--- src/rtl/serial_accum_adder_if.sv ---
// Pin bundle for the serial accumulating adder: operand, control, result and status lanes.
// The master side drives operand/control, the slave side (the adder) drives result/status.
interface serial_accum_adder_if;
  logic [7:0] ui_in;
  logic [7:0] uio_in;
  logic [7:0] uo_out;
  logic [7:0] uio_out;
  logic [7:0] uio_oe;

  modport master (output ui_in, output uio_in, input uo_out, input uio_out, input uio_oe);
  modport slave  (input ui_in, input uio_in, output uo_out, output uio_out, output uio_oe);
endinterface

--- src/rtl/serial_accum_adder.sv ---
// Bit-serial accumulating adder: one operand bit per clock through two cascaded half adders,
// committing the whole sum and carry to the accumulator only on the final shift.
//
// state   | meaning
// --------+-----------------------------------------------------------
// S_IDLE  | waiting for a start rising edge; clear zeroes acc/carry
// S_LOAD  | capture operand B and A (accumulator or 0), reset counter
// S_SHIFT | 8 serial add steps, LSB first
// S_DONE  | one-cycle done pulse, back to idle
module serial_accum_adder #(
  parameter int W = 8
) (
  input  logic                 clk,
  input  logic                 rst_n,
  input  logic                 ena,
  serial_accum_adder_if.slave  bus
);

  typedef enum logic [1:0] {S_IDLE, S_LOAD, S_SHIFT, S_DONE} state_t;

  state_t         state_q;
  logic [2:0]     cnt_q;
  logic           start_prev_q;
  logic [W-1:0]   a_q;
  logic [W-1:0]   b_q;
  logic [W-1:0]   res_q;
  logic           c_q;
  logic [W-1:0]   acc_q;
  logic           carry_q;

  logic start_ev;
  logic acc_mode;
  logic clear;
  logic ha1_s, ha1_c, sum_bit, ha2_c, carry_d;
  logic busy, done;
  logic unused_inputs;

  assign start_ev = bus.uio_in[0] & ~start_prev_q;
  assign acc_mode = bus.uio_in[1];
  assign clear    = bus.uio_in[2];

  assign ha1_s   = a_q[0] ^ b_q[0];
  assign ha1_c   = a_q[0] & b_q[0];
  assign sum_bit = ha1_s ^ c_q;
  assign ha2_c   = ha1_s & c_q;
  assign carry_d = ha1_c | ha2_c;

  // ena is always high on this pin map and the upper control bits are spare.
  assign unused_inputs = ^{ena, bus.uio_in[7:3]};

  always_ff @(posedge clk or negedge rst_n) begin
    if (!rst_n) begin
      state_q      <= S_IDLE;
      cnt_q        <= 3'd0;
      start_prev_q <= 1'b0;
      a_q          <= '0;
      b_q          <= '0;
      res_q        <= '0;
      c_q          <= 1'b0;
      acc_q        <= '0;
      carry_q      <= 1'b0;
    end else begin
      start_prev_q <= bus.uio_in[0];
      case (state_q)
        S_IDLE: begin
          if (clear) begin
            acc_q   <= '0;
            carry_q <= 1'b0;
          end else if (start_ev) begin
            state_q <= S_LOAD;
          end
        end
        S_LOAD: begin
          b_q     <= bus.ui_in;
          a_q     <= acc_mode ? acc_q : '0;
          c_q     <= 1'b0;
          cnt_q   <= 3'd0;
          state_q <= S_SHIFT;
        end
        S_SHIFT: begin
          a_q   <= a_q >> 1;
          b_q   <= b_q >> 1;
          c_q   <= carry_d;
          res_q <= {sum_bit, res_q[W-1:1]};
          cnt_q <= cnt_q + 3'd1;
          // Accumulator is only written here so no partial sum is ever visible.
          if (cnt_q == 3'd7) begin
            acc_q   <= {sum_bit, res_q[W-1:1]};
            carry_q <= carry_d;
            state_q <= S_DONE;
          end
        end
        S_DONE:  state_q <= S_IDLE;
        default: state_q <= S_IDLE;
      endcase
    end
  end

  assign busy = (state_q == S_LOAD) || (state_q == S_SHIFT);
  assign done = (state_q == S_DONE);

  assign bus.uo_out  = acc_q;
  assign bus.uio_out = {1'b0, carry_q, done, busy, 4'b0000};
  assign bus.uio_oe  = 8'hF0;

endmodule

--- src/flat_wrapper.sv ---
// flat-port wrapper written by rule: the top's interface ports become plain ports
module serial_accum_adder_flat 
#(
  parameter int W = 8
)
  (clk, rst_n, ena, bus_ui_in, bus_uio_in, bus_uo_out, bus_uio_out, bus_uio_oe);
  serial_accum_adder_if bus_i ();
  input  logic clk;
  input  logic rst_n;
  input  logic ena;
  input wire logic [$bits(bus_i.ui_in)-1:0] bus_ui_in;
  input wire logic [$bits(bus_i.uio_in)-1:0] bus_uio_in;
  output wire logic [$bits(bus_i.uo_out)-1:0] bus_uo_out;
  output wire logic [$bits(bus_i.uio_out)-1:0] bus_uio_out;
  output wire logic [$bits(bus_i.uio_oe)-1:0] bus_uio_oe;
  assign bus_i.ui_in = bus_ui_in;
  assign bus_i.uio_in = bus_uio_in;
  assign bus_uo_out = bus_i.uo_out;
  assign bus_uio_out = bus_i.uio_out;
  assign bus_uio_oe = bus_i.uio_oe;
  serial_accum_adder #(.W(W)) u_core (.clk(clk), .rst_n(rst_n), .ena(ena), .bus(bus_i));
endmodule
--- config.mk ---
export PLATFORM = sky130hd
export DESIGN_NAME = serial_accum_adder_flat
export DESIGN_NICKNAME = d
export VERILOG_FILES = /design/src/rtl/serial_accum_adder_if.sv /design/src/rtl/serial_accum_adder.sv /design/src/flat_wrapper.sv
export SDC_FILE = /design/constraint.sdc
export NUM_CORES = 1
export LEC_CHECK = 0
export BUFFER_PORTS_ARGS = -buffer_cell sky130_fd_sc_hd__buf_2
export CORE_ASPECT_RATIO = 1.75
export CORE_MARGIN = 3
export CORE_UTILIZATION = 45
export DETAILED_ROUTE_END_ITERATION = 8
export GPL_TIMING_DRIVEN = 0
export PLACE_DENSITY = 0.68
export SLEW_MARGIN = 25
export SYNTH_ARGS = -nofsm -noshare
export SYNTH_HDL_FRONTEND = slang
export SYNTH_SLANG_ARGS = --single-unit
--- constraint.sdc ---
create_clock -name clk -period 2.1 [get_ports clk]
set_input_delay 0.315 -clock clk [delete_from_list [all_inputs] [get_ports clk]]
set_output_delay 0.315 -clock clk [all_outputs]
set_load 0.005 [all_outputs]
==> results of run 1 <==
worst reg2reg max path: stages, from the launching register on:
cell	delay, ns
sky130_fd_sc_hd__dfrtp_1	0.37
sky130_fd_sc_hd__inv_1	0.07
sky130_fd_sc_hd__ha_1	0.36
sky130_fd_sc_hd__buf_1	0.40
sky130_fd_sc_hd__buf_1	0.41
sky130_fd_sc_hd__a21oi_1	0.15
layout by cell type (no fill, tap or decap):
cell	instances
sky130_fd_sc_hd__a21o_1	1
sky130_fd_sc_hd__a21oi_1	14
sky130_fd_sc_hd__a22oi_1	6
sky130_fd_sc_hd__a31o_2	1
sky130_fd_sc_hd__a31oi_1	1
sky130_fd_sc_hd__buf_1	2
sky130_fd_sc_hd__buf_2	24
sky130_fd_sc_hd__buf_4	16
sky130_fd_sc_hd__buf_6	1
sky130_fd_sc_hd__clkbuf_1	7
sky130_fd_sc_hd__clkbuf_8	5
sky130_fd_sc_hd__clkinv_2	1
sky130_fd_sc_hd__conb_1	13
sky130_fd_sc_hd__dfrtp_1	39
sky130_fd_sc_hd__fa_1	1
sky130_fd_sc_hd__ha_1	5
sky130_fd_sc_hd__inv_1	22
sky130_fd_sc_hd__mux2_2	2
sky130_fd_sc_hd__mux2_4	2
sky130_fd_sc_hd__mux2i_1	13
sky130_fd_sc_hd__nand2_1	7
sky130_fd_sc_hd__nand3_1	5
sky130_fd_sc_hd__nor2_1	17
sky130_fd_sc_hd__nor2b_1	3
sky130_fd_sc_hd__nor2b_4	1
sky130_fd_sc_hd__nor3_4	1
sky130_fd_sc_hd__o21ai_0	10
sky130_fd_sc_hd__o22a_1	1
sky130_fd_sc_hd__o31ai_1	1
sky130_fd_sc_hd__o41ai_1	1
sky130_fd_sc_hd__or3b_2	1
registers in the layout (all words and copies together), names as in the netlist:
signal	count
u_core.b_q	8
u_core.res_q	7
u_core.cnt_q	3
u_core.a_q	8
u_core.state_q	2
u_core.start_prev_q	1
u_core.bus.uo_out	8
u_core.carry_q	1
u_core.c_q	1
worst paths after layout:
check / end / startpoint / slack (ns)
min in group clk: u_core.start_prev_q / bus_uio_in[0] / 0.15
worst min register to register: u_core.res_q[7] / u_core.res_q[7] / 0.49
worst min-delay path: u_core.cnt_q[1] / rst_n / 0.12
max in group asynchronous: u_core.b_q[4] / rst_n / 1.43
worst max-delay path: u_core.a_q[4] / u_core.state_q[0] / 0.19
worst max register to register: u_core.a_q[4] / u_core.state_q[0] / 0.19
cell type report:
class,instances,share of cell area
buffer,25,0.0747
tap,48,0.0276
multi-input combinational,107,0.321
clock inverter,1,0.00230
sequential,39,0.448
inverter,22,0.0379
timing repair buffer,23,0.0529
clock buffer,7,0.0351
cells by family after synthesis:
group / Yosys count
buffers and inverters: 47
other: 2
DFF: 39
AOI/OAI and AO/OA: 36
and+or+nand+nor: 35
muxes: 17
adders and majority gates: 6
per-layer routing:
metal | up-vias | part of all wire
li1 | 642 | -
met1 | 658 | 0.40
met2 | 28 | 0.54
met3 | 4 | 0.038
met4 | 0 | 0.017
met5 | - | 0
power breakdown:
part / internal (mW) / switching (mW)
sequential: 1.09 / 0.195
clock: 0.233 / 0.243
combinational: 0.714 / 0.941
stage by stage:
step | setup slack (ns) | total power, mW | utilization
after floorplan | 0.391 | 2.50 | -
after global placement | 0.227 | 2.92 | 0.532
after detailed placement | 0.193 | 2.98 | 0.532
after CTS | 0.163 | 3.47 | 0.552
after global routing | 0.0117 | 3.74 | 0.552
final | 0.189 | 3.42 | 0.552
==> run summary, run 1 <==
The flow ran to the end, and the final reports show no timing, DRC or antenna violations. Registers take 976 um^2. The global-route total usage across every layer is 0.164, and the portion of netlist area occupied by mux cells is 0.0972.

The run gives 29 as the number of distinct library cells after synthesis. Cell with the most instances on the worst path: sky130_fd_sc_hd__buf_1. For this run, the slowest stage of the critical path takes 0.41 ns. The run gives 0.477 as the initial core utilization. Ranked by instance count, the synthesized netlist is headed by sky130_fd_sc_hd__dfrtp_1 (39), sky130_fd_sc_hd__inv_1 (22), sky130_fd_sc_hd__nor2_1 (17).

The compound-cell area share of the yosys netlist was 0.113. After synthesis, the cell types taking the most area are sky130_fd_sc_hd__dfrtp_1 (52%), sky130_fd_sc_hd__mux2i_1 (6.9%), sky130_fd_sc_hd__buf_4 (6.4%), sky130_fd_sc_hd__inv_1 (4.4%), sky130_fd_sc_hd__a21oi_1 (3.7%). For this design, the slowest cell found on the critical path is sky130_fd_sc_hd__buf_1. The critical path goes through inv_1 > ha_1 > buf_1 > buf_1 > a21oi_1. Clock tree synthesis selected as its root buffer the cell sky130_fd_sc_hd__clkbuf_8. The number of buffers and inverters on the critical path is 3. The total of flip-flops plus latches after synthesis is 39, and the antenna violation net count after detailed routing is 0.

STA classifies the critical path endpoint as a register. By area, the combinational part of the netlist is dominated by buffers and inverters. Input and output buffers added on the ports amount to 23. In this run the cell area measured after placement is 2100 um^2. The Yosys step of the flow raised 0 warnings.

Using the TritonRoute via totals, the vias-per-cell ratio works out to 4.90. Floorplan row count: 30. Along the worst path, the maximum fanout reaches 10. For the number of hold-repair buffers added at the cts stage, the log shows 0. The logs give 182 for the number of standard cells after synthesis and 0 for the remaining global-route overflow. Setup repair after global routing left no endpoint under its margin. For this block, the routed nets add up to 3.52 mm of wire. Power spread over the standard cell area amounts to 1570 nW/um^2. The worst hold-check slack came out at 0.125 ns. The synthesis-to-layout area growth is 15.8%, and the clock edge transition at the registers on the reported setup and hold paths is 0.07 ns. The share of synthesized registers carrying an async set or reset is 1.00. The first detailed-routing pass ran for 4 iterations.

The total area of multi-input combinational cells was 699 um^2; the transition at the pin with the smallest max-transition slack was 0.847 ns. The type of origin of the critical path was a register. 0 antenna diodes ended up in the layout. For this run, design rule violations remaining after detail routing come to 0.

The share of layout cells above drive strength 1 is 0.246, and the maximum number of pins on one net before global-route repair is 40. Buffers inserted during clock tree synthesis total 5. The run gives 0.269 as the met2 track utilization from global routing. The number of gates resized after cts was 0; the count of fill cells added during filler insertion was 401. After the last flow step, the layout net total stands at 248.

The share of the cycle needed by the critical path after routing works out to 0.910. On the critical path the largest part of the delay comes from buffers and inverters. Counting buffers and inverters, the worst setup path is 5 cells deep. The final clock skew was 0.00512 ns; the count of endpoints failing hold in the final timing report was 0. The global routing stage identified its most utilized layer as met2. The cell area that synthesis handed to floorplanning was 1880 um^2. STA puts the critical path data arrival time at 2.05 ns.

Including well taps, the total number of placed cells is 264. The most used flip-flop cell after synthesis is sky130_fd_sc_hd__dfrtp_1. The via count of the routed design is 1,332. The tools report the number of antenna violations at the first check in global routing as 0. With fillers left out, the area of the finished cells amounts to 2180 um^2. Area share of the leading cell type in the synthesized netlist: 0.519. The clock latency on the worst-skew pair is 0.28 ns, and the clock period minus worst slack is 1.91 ns. The H-tree generated during clock tree synthesis spans 2 levels.

The first global-routing pass estimated 6.05 mm of wire. Yosys mapped a number of flops with a built-in enable equal to 0. The tool flagged a number of max-cap violations equal to 0.

The remaining max-slew budget at the tightest pin is 0.436. The logs give 1.09 nW for the leakage power figure and 2.24 ns for the data required time of the critical path. Path category of the worst min-delay check: in -> async. The area share of fa/ha/maj cells after synthesis is 0.0439, and the per-instance average area after synthesis is 10.3 um^2. The core footprint is 3940 um^2, and the placer congestion estimate is 0.777. For the number of global-route vias before repair, the log shows 1,348. The path type of the worst setup path was reg -> reg. The die extent in x came out at 54.9 um. The XOR/XNOR share of the synthesized area was 0; the depth of the worst register-to-register path was 5.

After detailed routing, the average wire length per cell comes to 12.9 um. The final sum of negative setup slack is 0 ns, and the max-slew violation total from the final report is 0. The achievable clock frequency came out at 523 MHz.

The library cell with the highest instance count after synthesis was sky130_fd_sc_hd__dfrtp_1. TritonCTS built the clock tree. For the register area share after synthesis, the log shows 0.519.

The number of setup buffers added after CTS is 0. Detailed placement ended at an HPWL of 2.64 mm. IR analysis of the VDD net gives a maximum drop of 0.829 mV. sky130_fd_sc_hd__dfrtp_1 takes more of the synthesized area than any other cell. The detailed router finished its first iteration with 24 violations. For the final cell count without fillers, the log shows 272. The die is 91.5 um tall.

The met3 track demand over resource in global routing is 0.0394. The floorplan step defined a die boundary enclosing 5020 um^2. The total of endpoints with negative setup slack in the final report was 0.

The met1 usage in global routing was 0.195; the basic-gate share of the synthesized area counting and, or, nand and nor cells was 0.0919. The logs give 2 for the number of buffers on the longest clock path and 39 for the sink count of the clock tree. During I/O placement, the number of pins put on the boundary was 43.
(Power assumes the default switching activity.)
==> run 2: changes to the inputs <==
--- a/config.mk
+++ b/config.mk
@@ -6,12 +6,15 @@
 export NUM_CORES = 1
 export LEC_CHECK = 0
 export BUFFER_PORTS_ARGS = -buffer_cell sky130_fd_sc_hd__buf_2
+export CELL_PAD_IN_SITES_DETAIL_PLACEMENT = 1
+export CELL_PAD_IN_SITES_GLOBAL_PLACEMENT = 1
 export CORE_ASPECT_RATIO = 1.75
 export CORE_MARGIN = 3
-export CORE_UTILIZATION = 45
+export CORE_UTILIZATION = 41
 export DETAILED_ROUTE_END_ITERATION = 8
 export GPL_TIMING_DRIVEN = 0
-export PLACE_DENSITY = 0.68
+export PLACE_DENSITY_LB_ADDON = 0.1
+export REMOVE_ABC_BUFFERS = 1
 export SLEW_MARGIN = 25
 export SYNTH_ARGS = -nofsm -noshare
 export SYNTH_HDL_FRONTEND = slang
==> run summary, run 2 (synthesis gave the netlist of run 1 again) <==
The flow ran to the end, and the final reports show no timing, DRC or antenna violations. The tools report the cell area after placement as 1940 um^2 (-7.3%). The count of fill cells added during filler insertion was 530 (+32%). The share of layout cells above drive strength 1 came out at 0.210 (-0.0355). The biggest fanout along the worst timing path was 34 (+24). Placer congestion estimate: 0.697 (-10%). The slack of the critical path is 0.128 ns (-0.0610 ns). The core footprint came out at 4400 um^2 (+12%). The maximum cell stage delay along the critical path was 0.43 ns (+0.02 ns); the first-pass GRT wire length was 6.21 mm (+2.6%). The port buffer count is 23 (unchanged). Traced cell by cell, the critical path runs through inv_1 > ha_4 > nor2_1 > nor3_4 > buf_12 > mux2_4. The transition at the pin with the smallest max-transition slack works out to 0.872 ns (+0.0258 ns).

Path category of the worst min-delay check: in -> async. The post-route cell area was 2100 um^2 (-3.6%). The iteration-0 DRC count of the detailed router is 39 (+63%). The antenna violation net count after detailed routing came out at 0 (unchanged).

The number of placed cells counting well taps is 242 (-8.3%). The worst path arrival time came out at 2.15 ns (+0.10 ns). The die extent in x was 57.2 um (+4.2%); the HPWL after detailed placement was 2.50 mm (-5.3%). The tools report the max-slew violation total from the final report as 0 (unchanged). The tools report the worst setup timing slack at the placement stage as -0.295 ns (-0.489 ns). The cell sitting at the root of the clock tree is a sky130_fd_sc_hd__clkbuf_8.

For the achievable clock frequency, the log shows 507 MHz (-3.1%). Final sum of negative setup slack: 0 ns (unchanged). Type of origin of the critical path: a register.

The maximum resistive drop on vdd is 1.33 mV (+61%). The final routed wirelength across all metal layers is 3.59 mm (+2.0%), and the number of violations of the max-capacitance limit is 0 (unchanged). Commonest non-fill, non-tap cell in the layout: sky130_fd_sc_hd__dfrtp_1.

For the total of endpoints with negative setup slack in the final report, the log shows 0 (unchanged). The share of the cycle needed by the critical path after routing works out to 0.939 (+0.0290). Setup repair after global routing left no endpoint under its margin. Leaving out fill and tap cells, the most frequent cells in the layout are sky130_fd_sc_hd__dfrtp_1 (39), sky130_fd_sc_hd__buf_2 (23), sky130_fd_sc_hd__inv_1 (22), sky130_fd_sc_hd__nor2_1 (17), sky130_fd_sc_hd__a21oi_1 (14).

The run gives 0 (unchanged) as the final antenna diode count. The library cell contributing the largest single delay on the critical path is sky130_fd_sc_hd__ha_4. The die height came out at 95.6 um (+4.4%). The remaining max-slew budget at the tightest pin was 0.418 (-0.0172). TritonCTS built the clock tree. Critical path endpoint category: a register. Sink count of the clock tree: 39 (unchanged). The clock period minus worst slack works out to 1.97 ns (+0.0610 ns).

The logs give 43 (unchanged) for the I/O pin total and 1,351 (+0.22%) for the number of global-route vias before repair. The net total in the final layout is 224 (-9.7%), and the average vias per placed instance is 5.02 (+2.5%). The final core area utilization is 0.477 (-0.0757). The critical path is of the reg -> reg type.

The tools report the count of endpoints failing hold in the final timing report as 0 (unchanged). The tools report the remaining global-route overflow as 0 (unchanged). The data required time of the critical path is 2.27 ns (+0.03 ns), and the synthesis-to-layout area growth is 11.7%.

The number of detailed-routing iterations run before antenna repair was 4 (unchanged); the total power of the final layout was 3.57 mW (+4.4%). The number of hold-repair buffers added at the cts stage is 0 (unchanged). The final clock skew came out at 0.00721 ns (+0.00209 ns). The global-route total usage across every layer is 0.147 (-0.0167), and the via count of the routed design is 1,260 (-5.4%).

In this design, the largest share of critical-path delay is due to adder cells. The tools report the clock latency on the worst-skew pair as 0.29 ns (about the same). The worst hold-check slack was 0.131 ns (+0.00649 ns). The DRC violation count after routing was 0 (unchanged); the die area was 5460 um^2 (+8.9%). For the number of antenna violations at the first check in global routing, the log shows 0 (unchanged). The number of buffers on the longest clock path is 2 (unchanged), and the number of CTS-inserted buffers is 5 (unchanged). The run gives 251 (-7.7%) as the final cell count without fillers.

The run gives 32 (+6.7%) as the floorplan row count. The wire length per cell was 14.3 um (+11%). The number of levels in the clock H-tree was 2 (unchanged); the number of buffers and inverters on the critical path was 2 (-1). The clock edge transition at the registers on the reported setup and hold paths came out at 0.08 ns (about the same). The leakage power figure is 1.02 nW (-6.6%), and the total power density per cell area is 1700 nW/um^2 (+8.3%).

The maximum number of pins on one net before global-route repair was 42 (+5.0%). For the initial core utilization, the log shows 0.427 (-0.0501).
==> run 2: changes by cell type in the layout (fill, tap and decap cells not counted) <==
cell	before	now
sky130_fd_sc_hd__buf_4	16	0
sky130_fd_sc_hd__buf_6	1	0
sky130_fd_sc_hd__buf_1	2	0
sky130_fd_sc_hd__ha_1	5	3
sky130_fd_sc_hd__ha_4	0	2
sky130_fd_sc_hd__buf_2	24	23
sky130_fd_sc_hd__clkbuf_1	7	0
sky130_fd_sc_hd__buf_12	0	1
sky130_fd_sc_hd__clkbuf_8	5	6
sky130_fd_sc_hd__bufinv_16	0	1
==> run 2: path summary, 6_finish.rpt <==
kind,startpoint,to,slack (ns),depth (start not counted)
hold / removal,rst_n,u_core.res_q[3],0.13,1
hold reg to reg,u_core.res_q[7],u_core.res_q[7],0.48,1
setup / recovery,u_core.state_q[0],u_core.bus.uo_out[7],0.13,6
setup reg to reg,u_core.state_q[0],u_core.bus.uo_out[7],0.13,6
min in group clk,bus_uio_in[0],u_core.start_prev_q,0.15,1
max in group asynchronous,rst_n,u_core.a_q[0],1.41,1
==> run 2: repair_timing <==
action | CTS | global route
buffers inserted | 1 | 0
setup endpoints to repair | 9 | 0
gates resized for setup | 2 | 0
==> run 2: power by group <==
group / total, mW / leakage, nW / internal (mW) / switching [mW]
Sequential: 1.29 / 0.492 / 1.09 / 0.198
Clock: 0.637 / 0.0612 / 0.384 / 0.252
Combinational: 1.64 / 0.463 / 0.728 / 0.915
Total: 3.57 / 1.02 / 2.20 / 1.37
==> run 2: worst register-to-register path: cells and delay by family (launching register included) <==
kind	cells	cell delay [ns]
adder cells (fa/ha/maj)	1	0.43
flip-flops	1	0.40
AND/OR/NAND/NOR	2	0.40
buffers and inverters	2	0.32
multiplexers	1	0.31
==> run 2: area by class of cell <==
cell class / count / area [um^2] / share of cell area
flip-flops and latches: 39 / 976 / 0.465
multi-input cells: 107 / 724 / 0.345
repair buffers: 24 / 135 / 0.0644
clock buffers: 6 / 82.6 / 0.0393
inverters: 22 / 82.6 / 0.0393
well taps: 51 / 63.8 / 0.0304
clock inverters: 2 / 35.0 / 0.0167
==> run 2: routing by layer <==
layer / GRT usage / share of wire / wire [um]
met5: 0 / 0 / 0
met1: 0.165 / 0.38 / 1380
met3: 0.0352 / 0.036 / 129
met4: 0.0580 / 0.018 / 65
met2: 0.264 / 0.56 / 2020
